## config.mk

```make
export PLATFORM = sky130hd
export DESIGN_NAME = ctrl_pipeline
export DESIGN_NICKNAME = d
export VERILOG_FILES = /design/src/rtl/ctrl_pkg.sv /design/src/rtl/forward_unit.sv /design/src/rtl/ctrl_pipeline.sv
export SDC_FILE = /design/constraint.sdc
export NUM_CORES = 1
export LEC_CHECK = 0
export ABC_AREA = 1
export BUFFER_PORTS_ARGS = -buffer_cell sky130_fd_sc_hd__buf_2
export CELL_PAD_IN_SITES_DETAIL_PLACEMENT = 0
export CELL_PAD_IN_SITES_GLOBAL_PLACEMENT = 1
export CORE_UTILIZATION = 33
export CTS_CLUSTER_DIAMETER = 150
export CTS_CLUSTER_SIZE = 24
export DETAILED_ROUTE_END_ITERATION = 12
export PLACE_DENSITY_LB_ADDON = 0.25
export SYNTH_ARGS = -nofsm -noshare
export SYNTH_HDL_FRONTEND = slang
export SYNTH_SLANG_ARGS = --single-unit
```

## constraint.sdc

```tcl
create_clock -name clk_i -period 1.57 [get_ports clk_i]
set_input_delay 0.157 -clock clk_i [delete_from_list [all_inputs] [get_ports clk_i]]
set_output_delay 0.157 -clock clk_i [all_outputs]
set_load 0.05 [all_outputs]
```

## src/rtl/ctrl_pkg.sv

```systemverilog
// Shared constants, control bundle types and forwarding helper used by the
// ID/EX/MEM/WB control pipeline and the main decoder.
package ctrl_pkg;

  localparam logic [1:0] ALUOP_ADD   = 2'b00;
  localparam logic [1:0] ALUOP_RTYPE = 2'b10;

  localparam logic [1:0] FWD_RF    = 2'b00;
  localparam logic [1:0] FWD_EXMEM = 2'b10;
  localparam logic [1:0] FWD_MEMWB = 2'b01;

  // Opcodes shared with the main decoder
  localparam logic [5:0] OP_RTYPE = 6'h00;
  localparam logic [5:0] OP_J     = 6'h02;
  localparam logic [5:0] OP_BEQ   = 6'h04;
  localparam logic [5:0] OP_ADDI  = 6'h08;
  localparam logic [5:0] OP_LW    = 6'h23;
  localparam logic [5:0] OP_SW    = 6'h2b;

  typedef struct packed {
    logic       reg_dst;
    logic       alu_src;
    logic [1:0] alu_op;
    logic       mem_read;
    logic       mem_write;
    logic       reg_write;
    logic       mem_to_reg;
  } ex_ctrl_t;

  typedef struct packed {
    logic mem_read;
    logic mem_write;
    logic reg_write;
    logic mem_to_reg;
  } mem_ctrl_t;

  typedef struct packed {
    logic reg_write;
    logic mem_to_reg;
  } wb_ctrl_t;

  // EX/MEM wins over MEM/WB because it holds the younger result
  function automatic logic [1:0] fwd_sel(
    input logic       mem_we,
    input logic [4:0] mem_addr,
    input logic       wb_we,
    input logic [4:0] wb_addr,
    input logic [4:0] src
  );
    logic [1:0] sel;
    sel = FWD_RF;
    if (mem_we && (mem_addr != 5'd0) && (mem_addr == src)) begin
      sel = FWD_EXMEM;
    end else if (wb_we && (wb_addr != 5'd0) && (wb_addr == src)) begin
      sel = FWD_MEMWB;
    end
    return sel;
  endfunction

endpackage

```

## src/rtl/forward_unit.sv

```systemverilog
// Combinational EX operand forwarding selects for both ALU operands.
module forward_unit
  import ctrl_pkg::*;
(
  input  logic       mem_reg_write,
  input  logic [4:0] mem_wb_addr,
  input  logic       wb_reg_write,
  input  logic [4:0] wb_wb_addr,
  input  logic [4:0] ex_rs,
  input  logic [4:0] ex_rt,
  output logic [1:0] forward_a,
  output logic [1:0] forward_b
);

  assign forward_a = fwd_sel(mem_reg_write, mem_wb_addr, wb_reg_write, wb_wb_addr, ex_rs);
  assign forward_b = fwd_sel(mem_reg_write, mem_wb_addr, wb_reg_write, wb_wb_addr, ex_rt);

endmodule

```

## src/rtl/ctrl_pipeline.sv

```systemverilog
// Control pipeline of the 5-stage MIPS core: ID/EX, EX/MEM and MEM/WB control
// registers, load-use stall with bubble insertion, IF flush and forwarding.
module ctrl_pipeline
  import ctrl_pkg::*;
#(
  parameter int STALL_CNT_W = 16
) (
  input  logic                   clk_i,
  input  logic                   rst_i,
  input  logic                   RegDst_i,
  input  logic                   ALUSrc_i,
  input  logic                   MemRead_i,
  input  logic                   MemWrite_i,
  input  logic                   RegWrite_i,
  input  logic                   MemToReg_i,
  input  logic                   Jump_i,
  input  logic                   Branch_i,
  input  logic [1:0]             ALUOp_i,
  input  logic                   Eq_i,
  input  logic [4:0]             Rs_i,
  input  logic [4:0]             Rt_i,
  input  logic [4:0]             Rd_i,
  output logic                   PCWrite_o,
  output logic                   IFIDWrite_o,
  output logic                   IFFlush_o,
  output logic                   EX_RegDst_o,
  output logic                   EX_ALUSrc_o,
  output logic [1:0]             EX_ALUOp_o,
  output logic [4:0]             EX_Rs_o,
  output logic [4:0]             EX_Rt_o,
  output logic [4:0]             EX_Rd_o,
  output logic [1:0]             ForwardA_o,
  output logic [1:0]             ForwardB_o,
  output logic                   MEM_MemRead_o,
  output logic                   MEM_MemWrite_o,
  input  logic [4:0]             MEM_WBAddr_i,
  output logic                   WB_RegWrite_o,
  output logic                   WB_MemToReg_o,
  output logic [4:0]             WB_WBAddr_o,
  output logic [STALL_CNT_W-1:0] StallCnt_o
);

  logic                   hazard;
  ex_ctrl_t               id_ctrl;
  ex_ctrl_t               ex_ctrl;
  mem_ctrl_t              mem_ctrl;
  wb_ctrl_t               wb_ctrl;
  logic [4:0]             ex_rs;
  logic [4:0]             ex_rt;
  logic [4:0]             ex_rd;
  logic [4:0]             wb_addr;
  logic [STALL_CNT_W-1:0] stall_cnt;

  assign hazard = ex_ctrl.mem_read && (ex_rt != 5'd0) &&
                  ((ex_rt == Rs_i) || (ex_rt == Rt_i));

  assign PCWrite_o   = ~hazard;
  assign IFIDWrite_o = ~hazard;
  assign IFFlush_o   = ~hazard & (Jump_i | (Branch_i & Eq_i));

  // Don't-care decoder fields are forced to 0 so no stage ever holds X
  always_comb begin
    id_ctrl            = '0;
    id_ctrl.reg_dst    = RegWrite_i & RegDst_i;
    id_ctrl.alu_src    = ALUSrc_i;
    id_ctrl.alu_op     = (Branch_i | Jump_i) ? ALUOP_ADD : ALUOp_i;
    id_ctrl.mem_read   = MemRead_i;
    id_ctrl.mem_write  = MemWrite_i;
    id_ctrl.reg_write  = RegWrite_i;
    id_ctrl.mem_to_reg = RegWrite_i & MemToReg_i;
    if (hazard) begin
      id_ctrl = '0;
    end
  end

  // Register fields are captured even for a bubble; only control is zeroed
  always_ff @(posedge clk_i or negedge rst_i) begin
    if (!rst_i) begin
      ex_ctrl <= '0;
      ex_rs   <= '0;
      ex_rt   <= '0;
      ex_rd   <= '0;
    end else begin
      ex_ctrl <= id_ctrl;
      ex_rs   <= Rs_i;
      ex_rt   <= Rt_i;
      ex_rd   <= Rd_i;
    end
  end

  always_ff @(posedge clk_i or negedge rst_i) begin
    if (!rst_i) begin
      mem_ctrl <= '0;
      wb_ctrl  <= '0;
      wb_addr  <= '0;
    end else begin
      mem_ctrl.mem_read   <= ex_ctrl.mem_read;
      mem_ctrl.mem_write  <= ex_ctrl.mem_write;
      mem_ctrl.reg_write  <= ex_ctrl.reg_write;
      mem_ctrl.mem_to_reg <= ex_ctrl.mem_to_reg;
      wb_ctrl.reg_write   <= mem_ctrl.reg_write;
      wb_ctrl.mem_to_reg  <= mem_ctrl.mem_to_reg;
      wb_addr             <= MEM_WBAddr_i;
    end
  end

  always_ff @(posedge clk_i or negedge rst_i) begin
    if (!rst_i) begin
      stall_cnt <= '0;
    end else if (hazard && (stall_cnt != '1)) begin
      stall_cnt <= stall_cnt + 1'b1;
    end
  end

  forward_unit u_forward_unit (
    .mem_reg_write (mem_ctrl.reg_write),
    .mem_wb_addr   (MEM_WBAddr_i),
    .wb_reg_write  (wb_ctrl.reg_write),
    .wb_wb_addr    (wb_addr),
    .ex_rs         (ex_rs),
    .ex_rt         (ex_rt),
    .forward_a     (ForwardA_o),
    .forward_b     (ForwardB_o)
  );

  assign EX_RegDst_o    = ex_ctrl.reg_dst;
  assign EX_ALUSrc_o    = ex_ctrl.alu_src;
  assign EX_ALUOp_o     = ex_ctrl.alu_op;
  assign EX_Rs_o        = ex_rs;
  assign EX_Rt_o        = ex_rt;
  assign EX_Rd_o        = ex_rd;
  assign MEM_MemRead_o  = mem_ctrl.mem_read;
  assign MEM_MemWrite_o = mem_ctrl.mem_write;
  assign WB_RegWrite_o  = wb_ctrl.reg_write;
  assign WB_MemToReg_o  = wb_ctrl.mem_to_reg;
  assign WB_WBAddr_o    = wb_addr;
  assign StallCnt_o     = stall_cnt;

endmodule

```

Word level (Yosys, flattened, before mapping) --
Cells that the tools add are included.
Storage, ports and cells: flip-flop bits (word level) 50, input bits 33, output and inout port bits 51, word-level logic and storage cells 52
Cells by class: $add $sub $neg 1, equal/unequal tests 7, mux-type cells 6, bitwise logic cells 7, reductions and logical operators 13
Operator list (count):
- $eq A5 B5 Y1 | 6
- $add A16 B1 Y16 const B | 1
- $ne A16 B16 Y1 const B | 1
- $reduce_bool A5 Y1 | 3
- $logic_and A1 B1 Y1 | 9
- $mux W8 | 1
- $mux W2 | 3
- $and A1 B1 Y1 | 4
- $mux W1 | 2
- $or A1 B1 Y1 | 2
- $logic_or A1 B1 Y1 | 1
- $not A1 Y1 | 1

Logic depth before layout (Yosys ltp) --
word-level depth 5, gate-level depth with buffers 11, mapped depth without buffers 9

Modules after synthesis --
From an unflattened synthesis, not the netlist that was laid out.
Unflattened totals: cells, all modules 338, area total of the unflattened synthesis 2593.7 µm²
Modules (own cells, without submodules):
- ctrl_pipeline | times used 1, cells an instance 257, area an instance 2230.9 µm², seq. area each 1251.2 µm²
- forward_unit | times used 1, cells an instance 81, area an instance 362.8 µm², seq. area each 0.0 µm²

Worst setup path before layout --
No wires, ideal clock.
kind register to output, from register ex_rt[0] (netlist: EX_Rt_o[0]), to output port ForwardB_o[0], arrival time 2.754 ns, required time 1.413 ns, path slack -1.341 ns, cell stages (with the launch flop) 6, buffers on the path 1, cells stage by stage dfrtp_1 buf_2 xnor2_1 nand4_1 nor3_1 nor2_1
Between the ends: longest elaborated chain between the ends 4, elaborated cells on any way between the ends 6, those cells by class eq/ne (2); mux (2); reduce/logical (2)
RTL lines:
- start, declared | RTL line ctrl_pipeline.sv:49 | logic [4:0] ex_rt;
- start signal, assigned | RTL line ctrl_pipeline.sv:86 | ex_rt <= Rt_i;
- $eq A5 B5 Y1 | RTL line ctrl_pkg.sv:54 | end else if (wb_we && (wb_addr != 5'd0) && (wb_addr == src)) begin
- $logic_and A1 B1 Y1 | RTL line ctrl_pkg.sv:54
- $mux W1 | RTL line ctrl_pkg.sv:54
- $mux W2 * | RTL line ctrl_pkg.sv:52 | if (mem_we && (mem_addr != 5'd0) && (mem_addr == src)) begin
- end, declared | RTL line ctrl_pipeline.sv:33 | output logic [1:0] ForwardB_o,
Mark *: on every way between the ends. The rest lies on a longest branch, timed or not.

Worst setup path after layout --
Same ends and word-level chain as after synthesis.

==> results.ini <==
[outcome]
outcome = complete, but fails checks
violations = setup timing

[floorplanning]
die_area_sq_mm = 0.00788
die_width_microns = 88.8
die_h_microns = 88.8
rows = 31
start_util_pct = 34.2
core_sq_mm = 0.00725
ios = 84

[worst_setup_path]
r2r_slack_ps = 0
worstPathRequired_ps = 1410
startpoint_type = register
worstPathMaxFanout = 7
regToRegStartpoint = EX_Rt_o[4]
crit_path_start = EX_Rt_o[0]
critPathCaptureType = output port
critical_path_arrival_ps = 1610
critical_path_class = register to output port
crit_slowest_cell = dfrtp_2
crit_chain = buf_4, xnor2_1, nand4_1, nor2_4, buf_6
max_stage_delay_ps = 480

[pwr]
p_sw_share_pct = 35.6
cellLeakagePower_nw = 1.88
seq_power_share_pct = 46.7
net-switching-power_mw = 1.11
clockPowerShare_pct = 26.9
internal_power_mw = 2.00
ir_drop_uv = 459
p_comb_share_pct = 26.4
p_per_area_mw_per_mm2 = 836

[global_route]
globalRouteOverflowTotal = 0
antenna_found_initial = 0
grt_max_degree = 51
grt_pass1_vias = 2270
grt_usage_pct = 17.9
grt_pass1_wl_microns = 10800

[cells_and_area]
layout-drive-gt1-share_pct = 41.6
fill_cells = 702
fin_area_sq_mm = 0.00371
syn2layout_area_growth_pct = 49.5
nets = 454
diodes = 0
fin_util_pct = 51.2

[clock_tree]
cts_made_buffers = 5
clockBufferDepth = 2
cts.sinks = 50
insertion_delay_ps = 320
path_clk_slew_ps = 100
cts_tree = built
root_buffer = clkbuf_8
cts.htree.levels = 2

[place]
dp_hpwl_microns = 4570
place_ws_ps = 16.3
port_buffers = 83
place_congestion = 0.788
placed_area_sq_mm = 0.00326

[timing]
fin_crit_ps = 1770
min_period_over_period_pct = 112
worst_pin_slew_ps = 611
hold_violations = 0
maxSlewViolCount = 0
fin_ws_ps = -196
fin_skew_ps = 7.18
setup_tns_ps = -1110
rsz0062_at_grt = yes
max_freq_mhz = 566
setup_viol = 8
whs_ps = 22.0
slew_headroom_pct = 58.8

[synth]
syn_area_per_cell_sq_um = 8.45
ys_top_cells_by_count = nand2_1 (90), dfrtp_1 (50), nor2_1 (33)
synth_cell_types = 24
synth_seq_area_share_pct = 50.4
ys_ff_latch = 50
synthFlopType = dfrtp_1
synth_top_area_share_pct = 50.4
netlist_instances = 294
synth.largest_area_cell = dfrtp_1
syn-num-nets = 328
synth.most_common_cell = nand2_1
ys_async_sr_fraction_pct = 100
synth_warnings = 0
synth_area_sq_mm = 0.00248
synth_edf_count = 0
synthTopCellsByArea = dfrtp_1 (50%), nand2_1 (14%), xnor2_1 (6.3%)

[detailed_routing]
viasPerCell = 4.47
post_drt_wl_per_cell_microns = 12.8
finalWirelength_microns = 6650
drtIter0Drc = 128
drt_drc_violations_left = 0
vias = 2324
drtPass1Iterations = 5
ant_nets = 0

[worst_hold_path]
min_from = MEM_WBAddr_i[3]
min_path_type = input pin to register

[run]
maxCapViolations = 0

[worst max-delay path: cells and delay by family, from the launching register on]
family                    cells  cell delay, ps
xor gates and xnor gates      1             180
buffers and inverters         2             320
DFF                           1             480
and+or+nand+nor               2             320
[layout by cell type (no fill, tap or decap), types with 2 or more instances in the layout]
master and count:
buf_2 78, buf_12 2, nand3_1 7, xnor2_1 13, buf_8 2, nor2_2 4, nand3_4 3, nor2_1 27
xnor2_2 5, dfrtp_2 18, buf_6 5, nand4_1 23, buf_4 23, clkbuf_8 5, inv_8 2, inv_1 22
nor3_1 3, nand2_4 2, dfrtp_1 32, nand2_2 7, xor2_1 11, dlygate4sd3_1 18, o21ai_0 4, nand2_1 83
inv_2 6, nor2_4 5, nor3_4 2
[registers in the layout, indices dropped and copies added, names as in the netlist]
signal	cells
StallCnt_o	16
MEM_MemWrite_o	1
WB_MemToReg_o	1
WB_WBAddr_o	5
EX_Rt_o	5
EX_RegDst_o	1
EX_Rs_o	5
ex_ctrl	4
EX_ALUOp_o	2
EX_Rd_o	5
mem_ctrl	2
EX_ALUSrc_o	1
MEM_MemRead_o	1
WB_RegWrite_o	1
[kinds of logic after synthesis]
logic type,Yosys count,share of synthesized area (%)
compound gates,7,1.41
xor+xnor,29,10.2
fa+ha+maj,1,0.504
buf+inv,39,6.95
flops,50,50.4
simple gates,168,30.5
[through the flow]
step                      std cells  total power [mW]
after floorplan                 294              1.97
after global placement          485              2.20
after global routing            520              3.27
final                           520              3.11
after detailed placement        485              2.20
after CTS                       516              3.11
[worst paths after layout]
check                      depth (start not counted)        endpoint
hold / removal                                     1  WB_WBAddr_o[3]
max in group asynchronous                          3  WB_WBAddr_o[1]
hold reg to reg                                    0     mem_ctrl[0]
setup / recovery                                   5   ForwardB_o[0]
setup reg to reg                                  10   StallCnt_o[0]
min in group asynchronous                          3   StallCnt_o[8]
[power by group through the flow]
| stage | logic, mW | clock network [mW] | registers [mW] |
|---|---|---|---|
| 2_1_floorplan | 0.267 | 0 | 1.70 |
| 3_3_place_gp | 0.720 | 0 | 1.48 |
| 3_5_place_dp | 0.721 | 0 | 1.48 |
| 4_1_cts | 0.778 | 0.875 | 1.46 |
| 5_1_grt | 0.886 | 0.923 | 1.47 |
| 6_report | 0.819 | 0.836 | 1.45 |
[cell type report]
class	count	area (sq um)	area share, %
multi-input cells	206	1230	33.2
well taps	99	124	3.34
clock buffers	5	68.8	1.85
inverters	29	116	3.13
clock inverters	3	28.8	0.775
repair buffers	128	870	23.4
flip-flops and latches	50	1270	34.3
[timing repair]
item,CTS,global route
gates cloned,0,1
resized for setup,12,19
buffers inserted,5,4
pin swaps,17,10
hold buffers,18,0
setup endpoints to repair,7,23
hold endpoints to repair,67,0
[per-layer routing]
metal	up-vias	global-route usage, %	wire length (microns)
met4	0	3.81	66
met2	63	30.1	3120
met1	1075	24.2	3170
met5	-	0	0
li1	1180	-	-
met3	6	2.99	301
(Power assumes the default switching activity.)
